--- src/rtl/alu_op_sequencer.sv ---
// ALU control for the single-cycle RV32 core: decodes class/func3/func7 into
// the ALU opcode and flags illegal ops. RV32M ops are launched on an
// external multi-cycle MDU (start/done handshake) while the core stalls.
// Optional macro ALU_SEQ_STALL_CNT_EN adds a saturating stall_cycles counter.
// Ports:
//   clk, rst (async, active-high)
//   instr_valid, op_class[7:0] {auipc,lui,jal,branch,load,store,i_type,r_type}
//   func3[2:0], func7[6:0], flush, mdu_done
//   alu_op[OPW-1:0], mdu_start, mdu_op[2:0], stall, mdu_busy,
//   mdu_timeout, illegal, stall_cycles[CNT_W-1:0] (macro only)
module alu_op_sequencer #(
  parameter int OPW         = 5,
  parameter int MDU_TIMEOUT = 64,
  parameter int CNT_W       = 32
) (
  input  logic             clk,
  input  logic             rst,
  input  logic             instr_valid,
  input  logic [7:0]       op_class,
  input  logic [2:0]       func3,
  input  logic [6:0]       func7,
  input  logic             flush,
  input  logic             mdu_done,
  output logic [OPW-1:0]   alu_op,
  output logic             mdu_start,
  output logic [2:0]       mdu_op,
  output logic             stall,
  output logic             mdu_busy,
  output logic             mdu_timeout,
  output logic             illegal
`ifdef ALU_SEQ_STALL_CNT_EN
  ,
  output logic [CNT_W-1:0] stall_cycles
`endif
);

  localparam int TW = $clog2(MDU_TIMEOUT + 1);

  localparam logic [OPW-1:0] OP_ADD  = OPW'(0);
  localparam logic [OPW-1:0] OP_SLL  = OPW'(1);
  localparam logic [OPW-1:0] OP_SLT  = OPW'(2);
  localparam logic [OPW-1:0] OP_SLTU = OPW'(3);
  localparam logic [OPW-1:0] OP_XOR  = OPW'(4);
  localparam logic [OPW-1:0] OP_SRL  = OPW'(5);
  localparam logic [OPW-1:0] OP_SRA  = OPW'(6);
  localparam logic [OPW-1:0] OP_OR   = OPW'(7);
  localparam logic [OPW-1:0] OP_AND  = OPW'(8);
  localparam logic [OPW-1:0] OP_SUB  = OPW'(9);
  localparam logic [OPW-1:0] OP_PASS = OPW'(10);

  localparam logic [0:0] S_IDLE = 1'b0;
  localparam logic [0:0] S_WAIT = 1'b1;

  logic [0:0]     state;
  logic [0:0]     nxt;
  logic [TW-1:0]  timer;
  logic [2:0]     mdu_op_q;
  logic [7:0]     cls;
  logic [OPW-1:0] dec_op;
  logic           dec_ill;
  logic           dec_mop;
  logic           mop;
  logic           tmo_hit;

  // Zero out a malformed class so the one-hot decoder sees no match.
  assign cls = ($onehot(op_class)) ? op_class : 8'h00;

  always_comb begin
    dec_op  = OP_ADD;
    dec_ill = 1'b0;
    dec_mop = 1'b0;
    unique case (1'b1)
      cls[0]: begin
        if (func7 == 7'h00) begin
          case (func3)
            3'd0:    dec_op = OP_ADD;
            3'd1:    dec_op = OP_SLL;
            3'd2:    dec_op = OP_SLT;
            3'd3:    dec_op = OP_SLTU;
            3'd4:    dec_op = OP_XOR;
            3'd5:    dec_op = OP_SRL;
            3'd6:    dec_op = OP_OR;
            default: dec_op = OP_AND;
          endcase
        end else if (func7 == 7'h20) begin
          if (func3 == 3'd0)      dec_op = OP_SUB;
          else if (func3 == 3'd5) dec_op = OP_SRA;
          else                    dec_ill = 1'b1;
        end else if (func7 == 7'h01) begin
          dec_mop = 1'b1;
        end else begin
          dec_ill = 1'b1;
        end
      end
      cls[1]: begin
        case (func3)
          3'd0: dec_op = OP_ADD;
          3'd1: begin
            if (func7 == 7'h00) dec_op = OP_SLL;
            else                dec_ill = 1'b1;
          end
          3'd2: dec_op = OP_SLT;
          3'd3: dec_op = OP_SLTU;
          3'd4: dec_op = OP_XOR;
          3'd5: begin
            if (func7 == 7'h00)      dec_op = OP_SRL;
            else if (func7 == 7'h20) dec_op = OP_SRA;
            else                     dec_ill = 1'b1;
          end
          3'd6:    dec_op = OP_OR;
          default: dec_op = OP_AND;
        endcase
      end
      cls[4]: begin
        case (func3)
          3'd0, 3'd1: dec_op = OP_SUB;
          3'd4, 3'd5: dec_op = OP_SLT;
          3'd6, 3'd7: dec_op = OP_SLTU;
          default:    dec_ill = 1'b1;
        endcase
      end
      cls[6]:                         dec_op = OP_PASS;
      cls[2], cls[3], cls[5], cls[7]: dec_op = OP_ADD;
      default:                        dec_ill = 1'b1;
    endcase
  end

  assign illegal = instr_valid & dec_ill;
  assign mop     = instr_valid & dec_mop;
  assign alu_op  = (instr_valid & ~dec_ill & ~dec_mop) ? dec_op : OP_ADD;

  assign tmo_hit  = (timer == TW'(MDU_TIMEOUT));
  assign mdu_busy = (state == S_WAIT);
  assign mdu_op   = mdu_start ? func3 : mdu_op_q;

  // Outputs are gated by rst so an M-op held on the inputs during
  // reset cannot launch the MDU or stall the core.
  always_comb begin
    nxt         = state;
    mdu_start   = 1'b0;
    stall       = 1'b0;
    mdu_timeout = 1'b0;
    if (!rst) begin
      unique case (state)
        S_IDLE: begin
          if (mop && !flush) begin
            mdu_start = 1'b1;
            stall     = 1'b1;
            nxt       = S_WAIT;
          end
        end
        S_WAIT: begin
          if (flush) begin
            stall = 1'b1;
            nxt   = S_IDLE;
          end else if (mdu_done) begin
            nxt = S_IDLE;
          end else if (tmo_hit) begin
            mdu_timeout = 1'b1;
            nxt         = S_IDLE;
          end else begin
            stall = 1'b1;
          end
        end
        default: nxt = S_IDLE;
      endcase
    end
  end

  always_ff @(posedge clk or posedge rst) begin
    if (rst) begin
      state    <= S_IDLE;
      timer    <= '0;
      mdu_op_q <= 3'd0;
    end else begin
      state <= nxt;
      if (mdu_start) mdu_op_q <= func3;
      if (state == S_IDLE)
        timer <= mdu_start ? TW'(1) : '0;
      else if (nxt == S_IDLE)
        timer <= '0;
      else
        timer <= timer + 1'b1;
    end
  end

`ifdef ALU_SEQ_STALL_CNT_EN
  always_ff @(posedge clk or posedge rst) begin
    if (rst)
      stall_cycles <= '0;
    else if (stall && !(&stall_cycles))
      stall_cycles <= stall_cycles + 1'b1;
  end
`endif

endmodule

--- config.mk ---
export PLATFORM = sky130hd
export DESIGN_NAME = alu_op_sequencer
export DESIGN_NICKNAME = d
export VERILOG_FILES = /design/src/rtl/alu_op_sequencer.sv
export SDC_FILE = /design/constraint.sdc
export NUM_CORES = 1
export LEC_CHECK = 0
export ABC_AREA = 1
export BUFFER_PORTS_ARGS = -buffer_cell sky130_fd_sc_hd__buf_2
export CORE_ASPECT_RATIO = 0.6
export CORE_MARGIN = 5
export CORE_UTILIZATION = 45
export DETAILED_ROUTE_END_ITERATION = 7
export PLACE_DENSITY = 0.74
export SYNTH_ARGS = -nofsm -noshare
export SYNTH_HDL_FRONTEND = slang
export SYNTH_SLANG_ARGS = --single-unit
--- constraint.sdc ---
create_clock -name clk -period 3.1 [get_ports clk]
set_clock_uncertainty 0.15 [all_clocks]
set_input_delay 0.155 -clock clk [delete_from_list [all_inputs] [get_ports clk]]
set_output_delay 0.155 -clock clk [all_outputs]
set_load 0.005 [all_outputs]
* Yosys cells after proc, flatten, opt, wreduce, memory -nomap -nowiden *
Index checks and enable logic that the tools add are counted.

storage, ports and cells
  ROM bits = 0
  latch bits = 0
  RAM bits = 0
  register bits after elaboration = 11
  input port bits = 23
  memories = 0

operators by class
  order comparisons = 0
  shift-type cells = 0
  bitwise logic cells = 7
  add/subtract/negate cells = 8
  $mul = 0
  mux-type cells = 48
  reduce and logical (&&, ||, !) cells = 9
  eq/ne operators = 11
  divide/modulo/power cells = 0

operator list
  kind                 number
  $pmux 4 s7           2
  $mux 1               29
  $pmux 5 s4           1
  $mux 7               2
  $eq 3x3->1 const B   4
  $mux 3               4
  $pmux 4 s3           1
  $mux 5               2
  $add 1x1->2          4
  $mux 4               2
  $mux 8               1
  $add 7x1->7 const B  1
  $eq 7x1->1 const B   1
  $eq 7x6->1 const B   1
  $eq 7x7->1 const B   1
  $logic_not 7->1      1
  $add 2x2->3          2
  $eq 3x2->1 const B   2
  $pmux 1 s2           3
  $reduce_or 2->1      3
  $reduce_or 6->1      1
  $reduce_or 5->1      1
  $add 3x3->4          1
  $and 1x1->1          4
  other kinds (7)      9

* Depth between registers and ports, before layout *
  depth after elaboration = 13
  mapped depth = 17

* Least setup slack after synthesis *
OpenSTA, ideal clock, no wires.

  path type = input port to output port
  start = input op_class[1]
  end = output alu_op[2]
  cell stages on the path = 16
  buffers on the path = 0
  slack = -0.304 ns
  data arrival time = 3.099 ns
  cell sequence = inv_1 > fa_1 > fa_1 > fa_1 > inv_1 > ha_1 > inv_1 > fa_1 > nand2_1 > nor2_4 > nand2_1 > nor2_4 > inv_1 > a21oi_1 > nor2_1 > nor2_1

between the ends
  cells in the longest elaborated chain, start to end = 11
  elaborated cells on any way between the ends = 14
  classes of those cells = add/sub: 3; eq/ne: 1; mux: 5; bitwise: 4; reduce/logical: 1

RTL lines
  item                               RTL line  source
  start, declared                    19        input logic [7:0] op_class,
  $add 1x1->2 (not written as such)  66        assign cls = ($onehot(op_class)) ? op_class : 8'h00;
  $add 2x2->3 (not written as such)  66
  $add 3x3->4 (not written as such)  66
  $eq 4x1->1                         66
  $mux 8 (*)                         66
  $reduce_or 5->1 (no line)          --
  $pmux 1 s4                         72        unique case (1'b1)
  $not 1->1                          130       assign alu_op = (instr_valid & ~dec_ill & ~dec_mop) ? dec_op : OP_ADD;
  $and 1x1->1 (2 in a row)           130
  $mux 5 (*)                         130
  end, declared                      24        output logic [OPW-1:0] alu_op,

Mark *: on every way between the ends. The rest lies on a longest branch, timed or not.

* Worst setup path in the final report *
  start = input op_class[0]
  end = output mdu_op[2]

between the ends
  cells in the longest elaborated chain, start to end = 12

RTL lines
  item                               RTL line  source
  $add 1x1->2 (not written as such)  66
  $add 2x2->3 (not written as such)  66
  $add 3x3->4 (not written as such)  66
  $eq 4x1->1                         66
  $mux 8 (*)                         66
  $mux 1 (*)                         72
  $and 1x1->1 (*)                    129       assign mop = instr_valid & dec_mop;
  $logic_and 1x1->1 (*)              146       if (mop && !flush) begin
  $mux 1 (*)                         146
  $mux 1 (*)                         144       unique case (state)
  $mux 1 (*)                         143       if (!rst) begin
  $mux 3 (*)                         --
  end, declared                      26        output logic [2:0] mdu_op,

Marked as above.

==> flow_metrics.tcl <==
set metrics [dict create \
    ff2ff_path_depth 9 \
    drc_errors 0 \
    setup_violations 15 \
    dr_total_vias 1322 \
    start_util_pct 48.5 \
    die-area_um2 3970 \
    layout_commonest_cell "inv_1" \
    drtAntennaViolNets 0 \
    fp-row-count 14 \
    finalMaxSlewViolations 0 \
    multi_input_area_um2 887 \
    worstHoldPathType "in -> reg" \
    portBuffers 34 \
    worstPathArrival_ns 3.43 \
    grt_max_degree 14 \
    fillers 224 \
    globalplace.congestion 0.920 \
    area_delta_synth_final_pct 34.9 \
    holdWs_ns 0.206 \
    p_total_uw 548 \
    cts_max_path_buffers 2 \
    dp_hpwl_um 2450 \
    antenna_found_initial 0 \
    drive_above_1_share_pct 33.8 \
    synth.avg_cell_area_um2 6.54 \
    r2r-start "timer[0]$_DFF_PP0_" \
    via_per_inst 4.86 \
    fmax_mhz 267 \
    setup.worst_path.class "in -> out" \
    worst_setup_path_end_kind "output pin" \
    leakagePower_nw 0.916 \
    ys_seq_area_share_pct 22.0 \
    place_inst 261 \
    setup_slack_ns -0.639 \
    synth_seq_cells 11 \
    crit_path_max_fanout 6 \
    grt_usage_pct 16.6 \
    cts_tree "yes" \
    antenna_cells 0 \
    status "finished with violations" \
    post-route-min-period_ns 3.74 \
    wl_um 3220 \
    synthCells 191 \
    wl_per_cell_um 11.8 \
    crit_slowest_cell "fa_1" \
    first_global_vias 1176 \
    synthTopCellsByArea "dfrtp_1 22%, inv_1 11%, nand2_1 10%" \
    synth_area_um2 1250 \
    fin_cells 272 \
    cap_violations 0 \
    final_cell_mix "32 x inv_1, 31 x buf_2, 30 x nand2_1" \
    rsz0062_at_grt "true" \
    ir_worst_vdd_mv 0.243 \
    period_share_pct 121 \
    yosys_warnings 0 \
    yosysTopAreaCell "dfrtp_1" \
    min-delay-start "func3[2]" \
    pwr_density_cell_nw_per_um2 325 \
    first_iter_violations 117 \
    io-pin-count 36 \
    dr.pass1.iters 4 \
    crit_chain "buf_8 > inv_8 > fa_1 > fa_1 > fa_1 > inv_1 > ha_2 > inv_2 > fa_1 > nand2_2 > nor2_4 > nand3_4 > nor2_4 > nand2_4 > o21ai_2 > buf_2" \
    die_height_um 50.8 \
    numCtsBuffers 3 \
    grt_pass1_wl_um 5440 \
    whs_path_depth 3 \
    hold_viol 0 \
    violations "setup timing" \
    cp-start-kind "input pin" \
    layout.nets 277 \
    slowest_delay_ns 0.54 \
    clk_pin_slew_ns 0.05 \
    seqCellArea_um2 275 \
    htreeDepth 1 \
    die_x_um 78.0 \
    tightest_slew_ns 0.943 \
    overflow 0 \
    crit_top_cell "fa_1" \
    clock_latency_ns 0.24 \
    synth_top_area_share_pct 22.0 \
    core_um2 2570 \
    synth.net_count 227 \
    cts-root-buf "clkbuf_8" \
    worst_ep_required_time_ns 2.79 \
    relSlewSlack_pct 36.6 \
    crit_start "op_class[0]" \
    clkSinkCount 11 \
    synth_cell_types 30 \
]
## worst paths after layout
path,endpoint,slack (ns)
worst max-delay path,mdu_op[2],-0.64
worst min-delay path,mdu_op_q[2]$_DFF_PP0_,0.21
worst max register to register,timer[6]$_DFF_PP0_,1.25
worst min register to register,mdu_op_q[0]$_DFF_PP0_,0.32
max in group asynchronous,mdu_op_q[0]$_DFF_PP0_,2.13
min in group asynchronous,timer[5]$_DFF_PP0_,0.35
## synthesized netlist by cell type, drive strengths merged
cell type / count
and2: 1
or2: 1
ha: 9
o21ai: 10
a21boi: 2
xnor2: 1
nand3: 20
a21oi: 8
conb: 1
nor4: 2
buf: 2
a211oi: 1
fa: 4
xor2: 2
dfrtp: 11
nand4: 1
nor3: 4
inv: 39
o211ai: 1
nor2: 34
nand2: 37
## cell families (layout without fill, tap and decap cells)
| kind of cell | after synthesis | count (layout) | synth area share (%) |
|---|---|---|---|
| simple gates | 100 | 101 | 37.5 |
| buf+inv | 41 | 89 | 12.7 |
| compound gates | 22 | 22 | 9.91 |
| fa+ha+maj | 13 | 13 | 15.4 |
| flops | 11 | 11 | 22.0 |
| xor+xnor | 3 | 3 | 2.10 |
| other cells | 1 | 1 | 0.300 |
## flip-flops by register name (all words and copies together) (netlist names)
name      count
mdu_op_q      3
timer         7
mdu_busy      1
## through the flow
step                      instance area, um^2  util (%)  setup TNS (ns)  worst slack [ns]
after floorplan                          1280         -           -2.90            -0.235
after global placement                   1530      59.3           -7.95            -0.619
after detailed placement                 1530      59.3           -8.94            -0.693
after CTS                                1640      63.8           -6.73            -0.626
after global routing                     1690      65.5           -9.20            -0.804
final                                    1690      65.5           -6.80            -0.639
## report_power, final
part           leakage, nW  total, mW  internal, mW  switching (mW)
sequential           0.154      0.144         0.144        0.000114
combinational        0.740      0.256         0.107           0.148
clock               0.0228      0.148        0.0906          0.0572
total                0.916      0.548         0.342           0.206
## cell type report
cell class	instances	share of cell area, %
multi-input cells	140	52.6
flip-flops and latches	11	16.3
well taps	32	2.37
clock buffers	4	2.67
inverters	39	9.12
repair buffers	46	16.9
## worst max-delay path: cells and delay by family
kind / cells / cell delay, ns
adders and majority gates: 5 / 2.07
buffers and inverters: 5 / 0.36
AOI/OAI and AO/OA: 1 / 0.18
and+or+nand+nor: 5 / 0.67
## metal layers
| layer | vias up | track usage [%] | share of wire [%] |
|---|---|---|---|
| li1 | 695 | - | - |
| met4 | 0 | 4.21 | 1.2 |
| met5 | - | 0 | 0 |
| met1 | 565 | 26.2 | 50 |
| met3 | 7 | 4.56 | 10 |
| met2 | 55 | 21.6 | 38 |
## repair_timing
action	in CTS	in global routing
pin swaps	4	1
buffers inserted	3	2
resized for setup	8	8
endpoints found under the hold margin	11	0
hold buffers	1	0
cloned	1	0
setup endpoints to repair	15	15
Power figures use the tool's default switching activity.
